`src/rtl/car_sensor_conditioner.sv`:
```
// car_sensor_conditioner
//   Front end for the traffic_light controller. It synchronises and debounces the two raw
//   car sensors. It latches each sensor into a sticky per-direction request that stays set
//   until that direction is granted green. It also counts the whole seconds each request
//   has been waiting, for the HEX display.
//
// Ports
//   CLOCK_50  in   1  system clock, rising edge
//   RESET     in   1  synchronous active-high reset
//   SW        in   2  raw car sensors [0]=North [1]=East (asynchronous, bouncing)
//   GRANT     in   2  controller green indication [0]=N [1]=E
//   REQ       out  2  sticky car requests to the controller
//   DEB       out  2  debounced sensor levels
//   TICK      out  1  one-cycle pulse every CNT_MAX clocks
//   WAIT_N    out  7  saturating seconds the North request has been pending
//   WAIT_E    out  7  saturating seconds the East request has been pending
module car_sensor_conditioner #(
  parameter int unsigned CNT_MAX  = 50_000_000,
  parameter int unsigned DEB_MAX  = 1_000_000,
  parameter int unsigned WAIT_MAX = 99
) (
  input  logic       CLOCK_50,
  input  logic       RESET,
  input  logic [1:0] SW,
  input  logic [1:0] GRANT,
  output logic [1:0] REQ,
  output logic [1:0] DEB,
  output logic       TICK,
  output logic [6:0] WAIT_N,
  output logic [6:0] WAIT_E
);

  localparam int unsigned DCW = (DEB_MAX > 1) ? $clog2(DEB_MAX) : 1;
  localparam int unsigned PCW = (CNT_MAX > 1) ? $clog2(CNT_MAX) : 1;
  localparam int unsigned WW  = 7;

  localparam logic [DCW-1:0] DEB_LAST = DCW'(DEB_MAX - 1);
  localparam logic [PCW-1:0] CNT_LAST = PCW'(CNT_MAX - 1);
  localparam logic [WW-1:0]  WAIT_SAT = WW'(WAIT_MAX);

  logic [1:0]     s1_q, s1_d;
  logic [1:0]     s2_q, s2_d;
  logic [1:0]     deb_q, deb_d;
  logic [DCW-1:0] dcnt_q [2];
  logic [DCW-1:0] dcnt_d [2];
  logic [1:0]     req_q, req_d;
  logic [PCW-1:0] pcnt_q, pcnt_d;
  logic           tick_q, tick_d;
  logic [WW-1:0]  wait_n_q, wait_n_d;
  logic [WW-1:0]  wait_e_q, wait_e_d;

  // Wait counter for one direction. The count clears on the same edge as the request
  // (grant) and only advances while the request is already registered. This keeps the
  // first increment 1..CNT_MAX clocks after REQ rises.
  function automatic logic [WW-1:0] next_wait(input logic [WW-1:0] cur,
                                               input logic          req,
                                               input logic          grant,
                                               input logic          tick);
    logic [WW-1:0] nxt;
    nxt = cur;
    if (!req || grant) begin
      nxt = '0;
    end else if (tick && (cur < WAIT_SAT)) begin
      nxt = cur + WW'(1);
    end
    return nxt;
  endfunction

  // Synchroniser, debouncer, request latch, prescaler and wait counters
  always_comb begin
    s1_d     = SW;
    s2_d     = s1_q;
    deb_d    = deb_q;
    dcnt_d   = dcnt_q;
    req_d    = req_q;
    pcnt_d   = pcnt_q;
    tick_d   = 1'b0;
    wait_n_d = wait_n_q;
    wait_e_d = wait_e_q;

    // A level is accepted only after DEB_MAX consecutive disagreeing samples
    for (int b = 0; b < 2; b++) begin
      if (s2_q[b] == deb_q[b]) begin
        dcnt_d[b] = '0;
      end else if (dcnt_q[b] == DEB_LAST) begin
        deb_d[b]  = s2_q[b];
        dcnt_d[b] = '0;
      end else begin
        dcnt_d[b] = dcnt_q[b] + DCW'(1);
      end
    end

    // Grant clears the request and takes priority over a present car
    for (int b = 0; b < 2; b++) begin
      if (GRANT[b]) begin
        req_d[b] = 1'b0;
      end else if (deb_q[b]) begin
        req_d[b] = 1'b1;
      end
    end

    // Free-running seconds prescaler
    if (pcnt_q == CNT_LAST) begin
      pcnt_d = '0;
      tick_d = 1'b1;
    end else begin
      pcnt_d = pcnt_q + PCW'(1);
    end

    wait_n_d = next_wait(wait_n_q, req_q[0], GRANT[0], tick_q);
    wait_e_d = next_wait(wait_e_q, req_q[1], GRANT[1], tick_q);
  end

  // State registers
  always_ff @(posedge CLOCK_50) begin
    if (RESET) begin
      s1_q      <= '0;
      s2_q      <= '0;
      deb_q     <= '0;
      dcnt_q[0] <= '0;
      dcnt_q[1] <= '0;
      req_q     <= '0;
      pcnt_q    <= '0;
      tick_q    <= 1'b0;
      wait_n_q  <= '0;
      wait_e_q  <= '0;
    end else begin
      s1_q      <= s1_d;
      s2_q      <= s2_d;
      deb_q     <= deb_d;
      dcnt_q[0] <= dcnt_d[0];
      dcnt_q[1] <= dcnt_d[1];
      req_q     <= req_d;
      pcnt_q    <= pcnt_d;
      tick_q    <= tick_d;
      wait_n_q  <= wait_n_d;
      wait_e_q  <= wait_e_d;
    end
  end

  assign REQ    = req_q;
  assign DEB    = deb_q;
  assign TICK   = tick_q;
  assign WAIT_N = wait_n_q;
  assign WAIT_E = wait_e_q;

endmodule

```
`config.mk`:
```
export PLATFORM = sky130hd
export DESIGN_NAME = car_sensor_conditioner
export DESIGN_NICKNAME = d
export VERILOG_FILES = /design/src/rtl/car_sensor_conditioner.sv
export SDC_FILE = /design/constraint.sdc
export NUM_CORES = 1
export LEC_CHECK = 0
export ABC_AREA = 1
export CAP_MARGIN = 10
export CORE_ASPECT_RATIO = 0.9
export CORE_MARGIN = 2
export CORE_UTILIZATION = 50
export DETAILED_ROUTE_END_ITERATION = 16
export DONT_BUFFER_PORTS = 1
export GPL_TIMING_DRIVEN = 0
export MAX_ROUTING_LAYER = met4
export PLACE_DENSITY = 0.71
export REMOVE_ABC_BUFFERS = 1
export SYNTH_ARGS = -nofsm -noshare
export SYNTH_HDL_FRONTEND = slang
export SYNTH_SLANG_ARGS = --single-unit
```
`constraint.sdc`:
```
create_clock -name CLOCK_50 -period 3.7 [get_ports CLOCK_50]
set_input_delay 1.11 -clock CLOCK_50 [delete_from_list [all_inputs] [get_ports CLOCK_50]]
set_output_delay 1.11 -clock CLOCK_50 [all_outputs]
set_load 0.05 [all_outputs]
```
==> Yosys cells after proc, flatten, opt, wreduce, memory -nomap -nowiden <==
Index checks and enable logic that the tools add are counted.
{ "totals": {"input_bits": 6, "register_bits": 89, "output_inout_bits": 19} }
{ "op_classes": {"n_addsub": 5, "n_mux": 1, "bitwise_logic": 2, "eq_ne": 5, "order_cmp": 2, "n_reduce_logical": 15} }
{ "ops": {"columns": ["op", "count"], "rows": [
  ["$add A20 B1 Y20 const B", 2],
  ["$eq A20 B20 Y1 const B", 2],
  ["$add A26 B1 Y26 const B", 1],
  ["$eq A26 B26 Y1 const B", 1],
  ["$add A7 B1 Y7 const B", 2],
  ["$lt A7 B7 Y1 const B", 2],
  ["$reduce_or A2 Y1", 5],
  ["$reduce_or A3 Y1", 2],
  ["$reduce_and A2 Y1", 2],
  ["$eq A1 B1 Y1", 2],
  ["$logic_and A1 B1 Y1", 2],
  ["$logic_not A1 Y1", 2],
  ["$logic_or A1 B1 Y1", 2],
  ["$not A1 Y1", 2],
  ["$mux W1", 1]
]} }

==> Longest topological paths before layout <==
{ "depth": {"word_depth": 3, "ltp_mapped": 9, "ltp_nobuf": 9} }

==> Worst setup path after synthesis <==
Ideal clock, no wire load.
{ "synth_timing": {"kind": "in2reg", "from": "in RESET", "to": "reg dcnt_q[18] in the netlist's numbering", "setup_ns": 0.062, "arrival_ns": 1.935, "path_stages": 7, "path_slack_ns": 1.704, "cell_sequence": "buf_2 -> inv_2 -> o21ai_0 -> a21oi_2 -> nand2_4 -> buf_12 -> nor2_2"} }
{ "synth_between": {"elab_chain_cells": 1} }
{ "synth_rtl": {"columns": ["item", "line", "rtl"], "rows": [
  ["start: declaration", "23", "input logic RESET,"],
  ["$reduce_or A3 Y1 (no line)", null, null],
  ["end: declaration", "44", "logic [DCW-1:0] dcnt_q [2];"]
]} }
No other way between the ends.
A chain may end at the register's enable or synchronous reset.

==> Final worst setup path <==
{ "layout_timing": {"from": "reg tick_q (netlist: TICK)", "to": "out TICK"} }
{ "layout_rtl": {"columns": ["item", "line", "rtl"], "rows": [
  ["start: declaration", "48", "logic tick_q, tick_d;"],
  ["start signal: assignment", "135", "tick_q <= tick_d;"],
  ["end: declaration", "28", "output logic TICK,"]
]} }
No word-level cell between the ends.

==> results_dict.tcl <==
set metrics [dict create \
    dr_total_vias 3897 \
    num_antenna_cells 0 \
    synth.distinct_cells 28 \
    numClockSinks 89 \
    gp_congestion 0.945 \
    fin_worst_skew_ps 14.9 \
    synth_edf_count 0 \
    drt_iter0_drc 171 \
    cts_tree "yes" \
    clk_pin_slew_worst_paths_ps 90 \
    die-height_um 94.1 \
    grt_usage_pct 19.4 \
    finalCriticalPeriod_ps 2290 \
    grt_pass1_vias 3537 \
    yosysSeqAreaShare_pct 39.5 \
    cts.repair.resized 0 \
    yosys-top-cells-area "dfxtp_1, nand2_1, nor2_1, inv_1, nand3_1" \
    fp.dieArea_um2 9800 \
    row_count 32 \
    placed_cells 781 \
    fillCellCount 853 \
    dp_slack_ps 1710 \
    setup-tns-final_ps 0 \
    cts_max_level 3 \
    clk_latency_ps 370 \
    start_util_pct 51.9 \
    cts_buffers 9 \
    hold_viol_final 0 \
    crit_type "reg -> out" \
    postSynth.topFlopCell "dfxtp_1" \
    synth.cells.most_frequent "nand2_1, nor2_1, dfxtp_1" \
    nets 684 \
    grt.overflow.total 0 \
    peakVddDrop_mv 0.226 \
    worst_ep_arrival_time_ps 1180 \
    p_per_area_nw_per_um2 336 \
    fin_ws_ps 1410 \
    async_flop_share_pct 0 \
    synth-seq-cells 89 \
    grt_pass1_wl_um 15200 \
    vias_per_cell 4.89 \
    die_w_um 104 \
    rsz0062_at_grt "false" \
    worst_slew_pin_slew_ps 751 \
    crit_fanout 8 \
    p_leak_nw 1.52 \
    drtPass1Iterations 4 \
    finalPower_mw 1.60 \
    io_pins 25 \
    synth.cell_area_um2 4510 \
    crit_path_start_kind "flop" \
    yosysMostFrequentCell "nand2_1" \
    clk_path_buf_depth 2 \
    setup_viol 0 \
    grt_max_degree 27 \
    max_freq_mhz 436 \
    ys_warn_count 0 \
    end_kind "output port" \
    antenna_found_initial 0 \
    yosysTopAreaCell "dfxtp_1" \
    ant_nets 0 \
    post_cts_buffers 0 \
    slew_viol_final 0 \
    drive_gt1_share_pct 7.08 \
    synth_cells 667 \
    drt-total-wl_um 8820 \
    wire_per_inst_um 11.1 \
    dp_hpwl_um 6630 \
    drc 0 \
    maxCapViolCount 0 \
    fin_crit_sh_pct 61.9 \
    synth_top_area_share_pct 39.5 \
    cts_hold_buf 0 \
    required_ps 2590 \
    portBuffers 0 \
    status "complete, no violations" \
    root_buffer "clkbuf_8" \
    area_growth_pct 5.91 \
    core_um2 8690 \
    fin_cells 797 \
    hold_class "reg -> reg" \
    slew_headroom_pct 49.9 \
    avgSynthCellArea_um2 6.77 \
]
[power by group]
group          total (mW)  switching [mW]  internal [mW]
registers           0.965         0.00289          0.962
logic              0.0234          0.0167        0.00670
clock network       0.615           0.365          0.250
total                1.60           0.385           1.22
[final cells by class]
| cell class | instances | area (µm²) | share of cell area [%] |
|---|---|---|---|
| Clock buffer | 9 | 124 | 2.59 |
| Clock inverter | 7 | 52.6 | 1.10 |
| Inverter | 83 | 312 | 6.52 |
| Multi-Input combinational cell | 490 | 2360 | 49.4 |
| Sequential cell | 89 | 1780 | 37.3 |
| Tap cell | 119 | 149 | 3.12 |
[state kept, by name, summed over array words and instances, names as in the netlist, 2 cells and up]
register and flops:
DEB 2, REQ 2, WAIT_E 7, WAIT_N 7, dcnt_q 40, pcnt_q 26, s1_q 2, s2_q 2
[path summary, 6_finish.rpt]
kind,startpoint,end,slack (ps),cells past startpoint
hold reg to reg,s1_q[1],s2_q[1],400,2
setup / recovery,TICK,TICK,1410,0
hold / removal,s1_q[1],s2_q[1],400,2
setup reg to reg,TICK,WAIT_N[5],1920,5
[logic make-up after synthesis]
group           after synthesis  synth area share [%]
simple gates                399                  38.3
flops                        89                  39.5
buf+inv                      88                  8.21
compound gates               53                  6.27
xor+xnor                     33                  6.40
fa+ha+maj                     5                  1.39
[through the flow]
step                      cell area [µm²]  util (%)  hold slack, ps
after detailed placement             4600      53.0             394
after floorplan                      4450         -             388
after CTS                            4780      55.0             399
after global routing                 4780      55.0             433
final                                4780      55.0             399
after global placement               4600      53.0             393
[cell usage in the layout (no fill, tap or decap), drive strengths merged, types with 6 or more instances in the layout]
cell,instances
nand3,43
o21ai,13
dfxtp,89
clkbuf,9
nand2,168
nand4,11
xnor2,11
inv,86
a21oi,36
xor2,22
nor2,164
nor3,6
[per-layer routing]
layer / track usage [%] / up-vias / wire [µm]
met5: - / - / 0
met1: 24.1 / 1740 / 4340
met3: 4.85 / 10 / 417
li1: - / 2087 / -
met2: 31.7 / 60 / 3970
met4: 5.52 / 0 / 90
(Power assumes the default switching activity.)
